`config.mk`:
```
export PLATFORM = sky130hd
export DESIGN_NAME = nes_controller_emulator_flat
export DESIGN_NICKNAME = d
export VERILOG_FILES = /design/src/rtl/nes_controller_emulator_pkg.sv /design/src/rtl/nes_controller_emulator_if.sv /design/src/rtl/nes_controller_emulator_sync_edge.sv /design/src/rtl/nes_controller_emulator.sv /design/src/flat_wrapper.sv
export SDC_FILE = /design/constraint.sdc
export NUM_CORES = 1
export LEC_CHECK = 0
export ABC_AREA = 1
export CAP_MARGIN = 10
export CORE_MARGIN = 8
export CORE_UTILIZATION = 38
export DETAILED_ROUTE_END_ITERATION = 16
export PLACE_DENSITY_LB_ADDON = 0.3
export SYNTH_ARGS = -nofsm -noshare
export SYNTH_HDL_FRONTEND = slang
export SYNTH_HIERARCHICAL = 1
export SYNTH_SLANG_ARGS = --single-unit
```
`constraint.sdc`:
```
create_clock -name i_clk -period 2.75 [get_ports i_clk]
set_input_delay 0.275 -clock i_clk [delete_from_list [all_inputs] [get_ports i_clk]]
set_output_delay 0.275 -clock i_clk [all_outputs]
set_load 0.02 [all_outputs]
```
`src/rtl/nes_controller_emulator_pkg.sv`:
```
// Shared types and constants for the NES controller emulator.
// The optional turbo feature is compiled in with the NES_TURBO_EN macro.
package nes_pkg;

    typedef enum logic [1:0] {
        IDLE  = 2'd0,
        LOAD  = 2'd1,
        SHIFT = 2'd2,
        DONE  = 2'd3
    } nes_state_t;

    localparam int BTN_A      = 0;
    localparam int BTN_B      = 1;
    localparam int BTN_SELECT = 2;
    localparam int BTN_START  = 3;
    localparam int BTN_UP     = 4;
    localparam int BTN_DOWN   = 5;
    localparam int BTN_LEFT   = 6;
    localparam int BTN_RIGHT  = 7;

    localparam int NES_BITS = 8;

endpackage

```
`src/rtl/nes_controller_emulator_if.sv`:
```
// Controller-port bundle: console strobes in, serial data and frame status out.
// The master modport is the console side, the slave modport is the emulator.
interface nes_controller_emulator_if;

    logic       latch_in;
    logic       pulse_in;
    logic       data_out;
    logic [3:0] bits_sent;
    logic       frame_strobe;
    logic       console_idle;

    modport master (
        output latch_in,
        output pulse_in,
        input  data_out,
        input  bits_sent,
        input  frame_strobe,
        input  console_idle
    );

    modport slave (
        input  latch_in,
        input  pulse_in,
        output data_out,
        output bits_sent,
        output frame_strobe,
        output console_idle
    );

endinterface

```
`src/rtl/nes_controller_emulator_sync_edge.sv`:
```
// Multi-stage synchronizer for an asynchronous console strobe, with
// registered one-cycle rise and fall pulses taken from the synchronized level.
module sync_edge #(
    parameter int STAGES = 2
) (
    input  logic i_clk,
    input  logic i_reset,
    input  logic i_async,
    output logic o_level,
    output logic o_rise,
    output logic o_fall
);

    logic [STAGES-1:0] r_sync;
    logic              r_prev;
    logic              r_rise;
    logic              r_fall;

    always_ff @(posedge i_clk or posedge i_reset) begin
        if (i_reset) begin
            r_sync <= '0;
            r_prev <= 1'b0;
            r_rise <= 1'b0;
            r_fall <= 1'b0;
        end else begin
            r_sync <= {r_sync[STAGES-2:0], i_async};
            r_prev <= r_sync[STAGES-1];
            r_rise <= r_sync[STAGES-1] & ~r_prev;
            r_fall <= ~r_sync[STAGES-1] & r_prev;
        end
    end

    assign o_level = r_sync[STAGES-1];
    assign o_rise  = r_rise;
    assign o_fall  = r_fall;

endmodule

```
`src/rtl/nes_controller_emulator.sv`:
```
// NES controller emulation: serializes button states to the console on its
// latch/pulse strobes. Define NES_TURBO_EN to build the per-button turbo gate.
module nes_controller_emulator
    import nes_pkg::*;
#(
    parameter int SYNC_STAGES    = 2,
    parameter int TIMEOUT_CYCLES = 1_000_000,
    parameter int TURBO_PERIOD   = 4
) (
    input  logic       i_clk,
    input  logic       i_reset,
    input  logic [7:0] i_buttons,
    input  logic [7:0] i_turbo_mask,
    nes_controller_emulator_if.slave port
);

    localparam int WD_W = $clog2(TIMEOUT_CYCLES + 1);

    nes_state_t        r_state;
    nes_state_t        w_next;
    logic [7:0]        r_shreg;
    logic [3:0]        r_bits;
    logic [WD_W-1:0]   r_wdog;
    logic [7:0]        w_eff_buttons;
    logic              w_data_out;
    logic              w_frame_strobe;

    logic w_latch_level;
    logic w_latch_rise;
    logic w_latch_fall;
    logic w_pulse_rise;
    logic w_unused_pulse_level;
    logic w_unused_pulse_fall;

    sync_edge #(.STAGES(SYNC_STAGES)) u_sync_latch (
        .i_clk   (i_clk),
        .i_reset (i_reset),
        .i_async (port.latch_in),
        .o_level (w_latch_level),
        .o_rise  (w_latch_rise),
        .o_fall  (w_latch_fall)
    );

    sync_edge #(.STAGES(SYNC_STAGES)) u_sync_pulse (
        .i_clk   (i_clk),
        .i_reset (i_reset),
        .i_async (port.pulse_in),
        .o_level (w_unused_pulse_level),
        .o_rise  (w_pulse_rise),
        .o_fall  (w_unused_pulse_fall)
    );

`ifdef NES_TURBO_EN
    localparam int TP_W = (TURBO_PERIOD > 1) ? $clog2(TURBO_PERIOD) : 1;

    logic [TP_W-1:0] r_turbo_cnt;
    logic            r_turbo_phase;

    // Phase flips once every TURBO_PERIOD completed latches.
    always_ff @(posedge i_clk or posedge i_reset) begin
        if (i_reset) begin
            r_turbo_cnt   <= '0;
            r_turbo_phase <= 1'b0;
        end else if (w_frame_strobe) begin
            if (r_turbo_cnt == TP_W'(TURBO_PERIOD - 1)) begin
                r_turbo_cnt   <= '0;
                r_turbo_phase <= ~r_turbo_phase;
            end else begin
                r_turbo_cnt <= r_turbo_cnt + TP_W'(1);
            end
        end
    end

    assign w_eff_buttons = i_buttons & ~(i_turbo_mask & {8{r_turbo_phase}});
`else
    logic w_unused_turbo;

    assign w_unused_turbo = (^i_turbo_mask) ^ (TURBO_PERIOD > 0);
    assign w_eff_buttons  = i_buttons;
`endif

    always_ff @(posedge i_clk or posedge i_reset) begin
        if (i_reset) begin
            r_state <= IDLE;
        end else begin
            r_state <= w_next;
        end
    end

    // A latch rising edge wins over everything, including a same-cycle pulse.
    always_comb begin
        w_next = r_state;
        if (w_latch_rise) begin
            w_next = LOAD;
        end else begin
            case (r_state)
                IDLE:    w_next = IDLE;
                LOAD:    if (w_latch_fall) w_next = SHIFT;
                SHIFT:   if (w_pulse_rise && (r_bits == 4'(NES_BITS - 1))) w_next = DONE;
                DONE:    w_next = DONE;
                default: w_next = IDLE;
            endcase
        end
    end

    always_comb begin
        w_data_out     = 1'b1;
        w_frame_strobe = 1'b0;
        case (r_state)
            LOAD: begin
                w_data_out     = ~r_shreg[BTN_A];
                w_frame_strobe = w_latch_fall & ~w_latch_rise;
            end
            SHIFT:   w_data_out = ~r_shreg[BTN_A];
            default: w_data_out = 1'b1;
        endcase
    end

    always_ff @(posedge i_clk or posedge i_reset) begin
        if (i_reset) begin
            r_shreg <= '0;
            r_bits  <= '0;
        end else if (w_latch_rise) begin
            r_shreg <= w_eff_buttons;
            r_bits  <= '0;
        end else if (r_state == LOAD) begin
            if (w_latch_level) begin
                r_shreg <= w_eff_buttons;
            end
            r_bits <= '0;
        end else if ((r_state == SHIFT) && w_pulse_rise) begin
            r_shreg <= {1'b0, r_shreg[7:1]};
            r_bits  <= r_bits + 4'd1;
        end
    end

    always_ff @(posedge i_clk or posedge i_reset) begin
        if (i_reset) begin
            r_wdog <= '0;
        end else if (w_latch_rise) begin
            r_wdog <= '0;
        end else if (r_wdog != WD_W'(TIMEOUT_CYCLES)) begin
            r_wdog <= r_wdog + WD_W'(1);
        end
    end

    assign port.data_out     = w_data_out;
    assign port.bits_sent    = r_bits;
    assign port.frame_strobe = w_frame_strobe;
    assign port.console_idle = (r_wdog == WD_W'(TIMEOUT_CYCLES));

endmodule
```
`src/flat_wrapper.sv`:
```
// flat-port wrapper written by rule: the top's interface ports become plain ports
module nes_controller_emulator_flat import nes_pkg::*;
#(
    parameter int SYNC_STAGES    = 2,
    parameter int TIMEOUT_CYCLES = 1_000_000,
    parameter int TURBO_PERIOD   = 4
)
  (i_clk, i_reset, i_buttons, i_turbo_mask, port_latch_in, port_pulse_in, port_data_out, port_bits_sent, port_frame_strobe, port_console_idle);
  nes_controller_emulator_if port_i ();
  input  logic i_clk;
  input  logic i_reset;
  input  logic [7:0] i_buttons;
  input  logic [7:0] i_turbo_mask;
  input wire logic [$bits(port_i.latch_in)-1:0] port_latch_in;
  input wire logic [$bits(port_i.pulse_in)-1:0] port_pulse_in;
  output wire logic [$bits(port_i.data_out)-1:0] port_data_out;
  output wire logic [$bits(port_i.bits_sent)-1:0] port_bits_sent;
  output wire logic [$bits(port_i.frame_strobe)-1:0] port_frame_strobe;
  output wire logic [$bits(port_i.console_idle)-1:0] port_console_idle;
  assign port_i.latch_in = port_latch_in;
  assign port_i.pulse_in = port_pulse_in;
  assign port_data_out = port_i.data_out;
  assign port_bits_sent = port_i.bits_sent;
  assign port_frame_strobe = port_i.frame_strobe;
  assign port_console_idle = port_i.console_idle;
  nes_controller_emulator #(.SYNC_STAGES(SYNC_STAGES), .TIMEOUT_CYCLES(TIMEOUT_CYCLES), .TURBO_PERIOD(TURBO_PERIOD)) u_core (.i_clk(i_clk), .i_reset(i_reset), .i_buttons(i_buttons), .i_turbo_mask(i_turbo_mask), .port(port_i));
endmodule
```
**After elaboration in Yosys (flattened, before gate mapping)**

Index checks and enable logic that the tools add are counted.

- Register bits: 43
- Input port bits: 20
- Output and inout bits: 7
- Logic and storage cells: 54

- Add/sub/neg operators: 2
- Equality and inequality tests: 9
- Multiplexer cells: 15
- Bitwise logic cells: 9
- Reductions and logical operators: 8

Operator list:

| kind | number |
|---|---|
| 20-bit two-way mux | 2 |
| 8-bit two-way mux | 4 |
| 20-bit by 1-bit adder with 20-bit output, second input constant | 1 |
| 20-bit equality test, second input constant | 1 |
| 20-bit inequality test, second input constant | 1 |
| 4-bit two-way mux | 3 |
| 2-bit case mux with 4 select lines | 1 |
| 2-bit two-way mux | 3 |
| 3-bit inequality test, second input constant | 2 |
| 1-bit inverter | 5 |
| 4-bit by 1-bit adder with 4-bit output, second input constant | 1 |
| 1-bit AND | 4 |
| 2-bit equality test, second input constant | 2 |
| 4-bit by 3-bit equality test with 1-bit output, second input constant | 1 |
| 2-bit AND reduction | 2 |
| 3-bit by 2-bit inequality test with 1-bit output, second input constant | 1 |
| 3-bit nonzero test | 1 |
| 2-bit by 1-bit equality test with 1-bit output, second input constant | 1 |
| 1-bit logical AND | 2 |
| 2-bit logical NOT | 1 |
| 1-bit two-way mux | 2 |
| 2-bit nonzero test | 1 |
| 2-bit OR reduction | 1 |

**Longest topological paths before layout**

- Depth in word-level cells: 5
- Gate-level depth with buffers: 9
- Depth with buffers taken out: 8

**Modules after synthesis**

The synthesis kept the hierarchy.

By module, submodules not included:

| module | instances | cells each | area each (sq um) | sequential area each (sq um) |
|---|---|---|---|---|
| nes_controller_emulator | 1 | 271 | 2000.7 | 850.8 |
| sync_edge | 2 | 10 | 143.9 | 125.1 |

**Least setup slack after synthesis**

Ideal clock, no wire load.

- Kind: register -> output
- From: register u_core.r_wdog[0]
- To: output port port_console_idle
- Arrival time: 1397 ps
- Data required time: 2475 ps
- Path slack: 1078 ps
- Stages on the path, launching flop included: 7
- Path buffers: 0
- Cell sequence: dfrtp_1 -> inv_2 -> ha_1 -> inv_1 -> nor3_1 -> nand3_1 -> nor3_1

- Longest elaborated chain between the ends: 1

Ends and longest elaborated chain:

| item | line | text |
|---|---|---|
| start: declaration | nes_controller_emulator.sv:23 | `logic [WD_W-1:0] r_wdog;` |
| start signal: assignment | nes_controller_emulator.sv:143 | `r_wdog <= r_wdog + WD_W'(1);` |
| 20-bit equality test | nes_controller_emulator.sv:150 | `assign port.console_idle = (r_wdog == WD_W'(TIMEOUT_CYCLES));` |
| end: declaration | flat_wrapper.sv:19 | `output wire logic [$bits(port_i.console_idle)-1:0] port_console_idle;` |

Every way passes these cells.

**Final worst setup path**

Ends and elaborated chain as after synthesis.

==> results.cfg <==
[global_route]
track_usage_pct = 11.9
grt_max_degree = 35
antenna_found_initial = 0
grt_pass1_wl_mm = 8.38
grt_pass1_vias = 1898
grt_overflow = 0

[timing]
setup_viol = 0
worst_slack_ns = 0.318
rsz0062_at_grt = false
fmax_ghz = 0.411
slew_viol_final = 0
worst_pin_slew_ns = 0.459
hold_viol = 0
slew_headroom_pct = 69.4
period_needed_ns = 2.43
hold_slack_ns = 0.203
tns_ns = 0
timing.final.crit_share_pct = 88.4
fin_skew_ns = 0.00252

[logic_synthesis]
syn_avg_cell_area_um2 = 7.83
syn-cell-area_mm2 = 0.00226
netlist_instances = 288
yosys_warnings = 6
syn_nets = 315

[die]
design.core.area_mm2 = 0.00582
fp.dieH_um = 93.1
fp.dieArea_mm2 = 0.00866
start_util_pct = 38.8
die_w_um = 93.1
num_rows = 28
ioPinCount = 27

[worst_setup_path]
cpMaxStageDelayCell = clkdlybuf4s50_1
r2r_start = u_core/r_state[0]
critPathKind = flop to output port
path_delay_family = buffers and inverters
path_cells = inv_2 -> ha_1 -> inv_1 -> nor3_1 -> nand3_1 -> nor3_1 -> clkdlybuf4s50_1
crit_path_end = port_console_idle
crit_buf_inv = 3
reg2reg_to = u_core/r_shreg[5]
start_kind = flop
crit_cells = 7
crit_path_end_kind = output port
cp.arrival_ns = 2.16
cp_max_fo = 7
max_stage_delay_ns = 0.64
reg2reg_depth = 8
cp_common_cell = nor3_1
crit_path_start = u_core/r_wdog[0]
required_ns = 2.48
rrSetupSlack_ns = 1.16

[placed_design]
routabilityCongestion = 0.777
port_buffers = 18
dp_hpwl_mm = 3.33
dp_slack_ns = 0.629

[power]
power.total_w = 0.00173
p_leak_nw = 1.20
max-vdd-ir-drop_mv = 0.445
power_density_mw_per_mm2 = 666

[clock_network]
cts_hold_buf = 0
clock-sinks = 43
cts_root_buffer = clkbuf_8
cts_tree = yes
clockBufferDepth = 2
clk_pin_slew_ns = 0.08
cts_buffers = 5
h-tree-depth = 2
post_cts_buffers = 0
cts_resized = 0
clock_latency_ns = 0.30

[routing]
remaining_drc_errors = 0
dr.pass1.iters = 4
num_vias = 1836
drt_iter0_drc = 70
via_per_inst = 4.73
drt-total-wl_mm = 4.53
wl_per_cell_um = 11.7
ant_nets = 0

[final_layout]
areaGrowthSynthToFinish_pct = 15.4
n_antenna_cell = 0
drive_above_1_share_pct = 8.63
nets = 339

[flow_run]
cap_viol_max_count = 0

[hold_path]
hp-class = input port to async pin

[outcome]
status = finished, final reports clean
worst min-delay path by stage:
stage | from | to | slack, ns | cells past startpoint
after floorplan | i_reset | u_core/u_sync_pulse/o_rise | 0.04 | 1
after global placement | u_core/u_sync_latch/r_sync[0] | u_core/u_sync_latch/r_sync[1] | 0.33 | 0
after detailed placement | u_core/u_sync_latch/r_sync[0] | u_core/u_sync_latch/r_sync[1] | 0.34 | 0
after CTS | i_reset | u_core/u_sync_pulse/r_sync[0] | 0.20 | 2
after global routing | i_reset | u_core/u_sync_pulse/r_sync[1] | 0.25 | 2
final | i_reset | u_core/u_sync_pulse/r_sync[1] | 0.20 | 2
registers in the layout (all words and copies together), names as in the netlist:
register / cells
u_core/r_wdog: 20
u_core/r_shreg: 8
u_core/port.bits_sent: 4
u_core/r_state: 2
u_core/u_sync_latch/r_sync: 2
u_core/u_sync_pulse/r_sync: 2
u_core/u_sync_latch/o_fall: 1
u_core/u_sync_latch/o_rise: 1
u_core/u_sync_latch/r_prev: 1
u_core/u_sync_pulse/o_rise: 1
u_core/u_sync_pulse/r_prev: 1
through the flow:
step	instances	util [%]	cell area, um2
after global routing	388	44.8	2600
final	388	44.8	2600
after CTS	388	44.8	2600
after floorplan	288	-	2260
after detailed placement	380	43.3	2520
after global placement	380	43.3	2520
placed cells by master, fill, tap and decap left out, types with 7 or more instances in the layout:
cell and n:
a21oi_1 15, a31oi_1 8, clkdlybuf4s50_1 18, dfrtp_1 43, ha_1 7, inv_1 40
nand2_1 61, nand3_1 17, nor2_1 43, nor3_1 8, o21ai_0 15
metal layers:
metal	global-route usage, %	up-vias	share of wire (%)
met5	0	-	0
met4	5.10	0	1.4
met3	3.37	7	5.4
met2	18.7	40	45
met1	14.9	826	49
li1	-	963	-
report_power, final:
group	switching, W	internal, W
Clock	0.000228	0.000178
Combinational	0.000297	0.000200
Sequential	0.0000918	0.000738
Total	0.000617	0.00112
cell type report:
cell class                 instances  area (um2)
tap                               75        93.8
clock buffer                       6        72.6
sequential                        43        1080
clock inverter                     2        12.5
multi-input combinational        196         976
timing repair buffer              21         203
inverter                          45         169
fill                             624        3210
No activity file was read; power rests on OpenSTA's default activity.
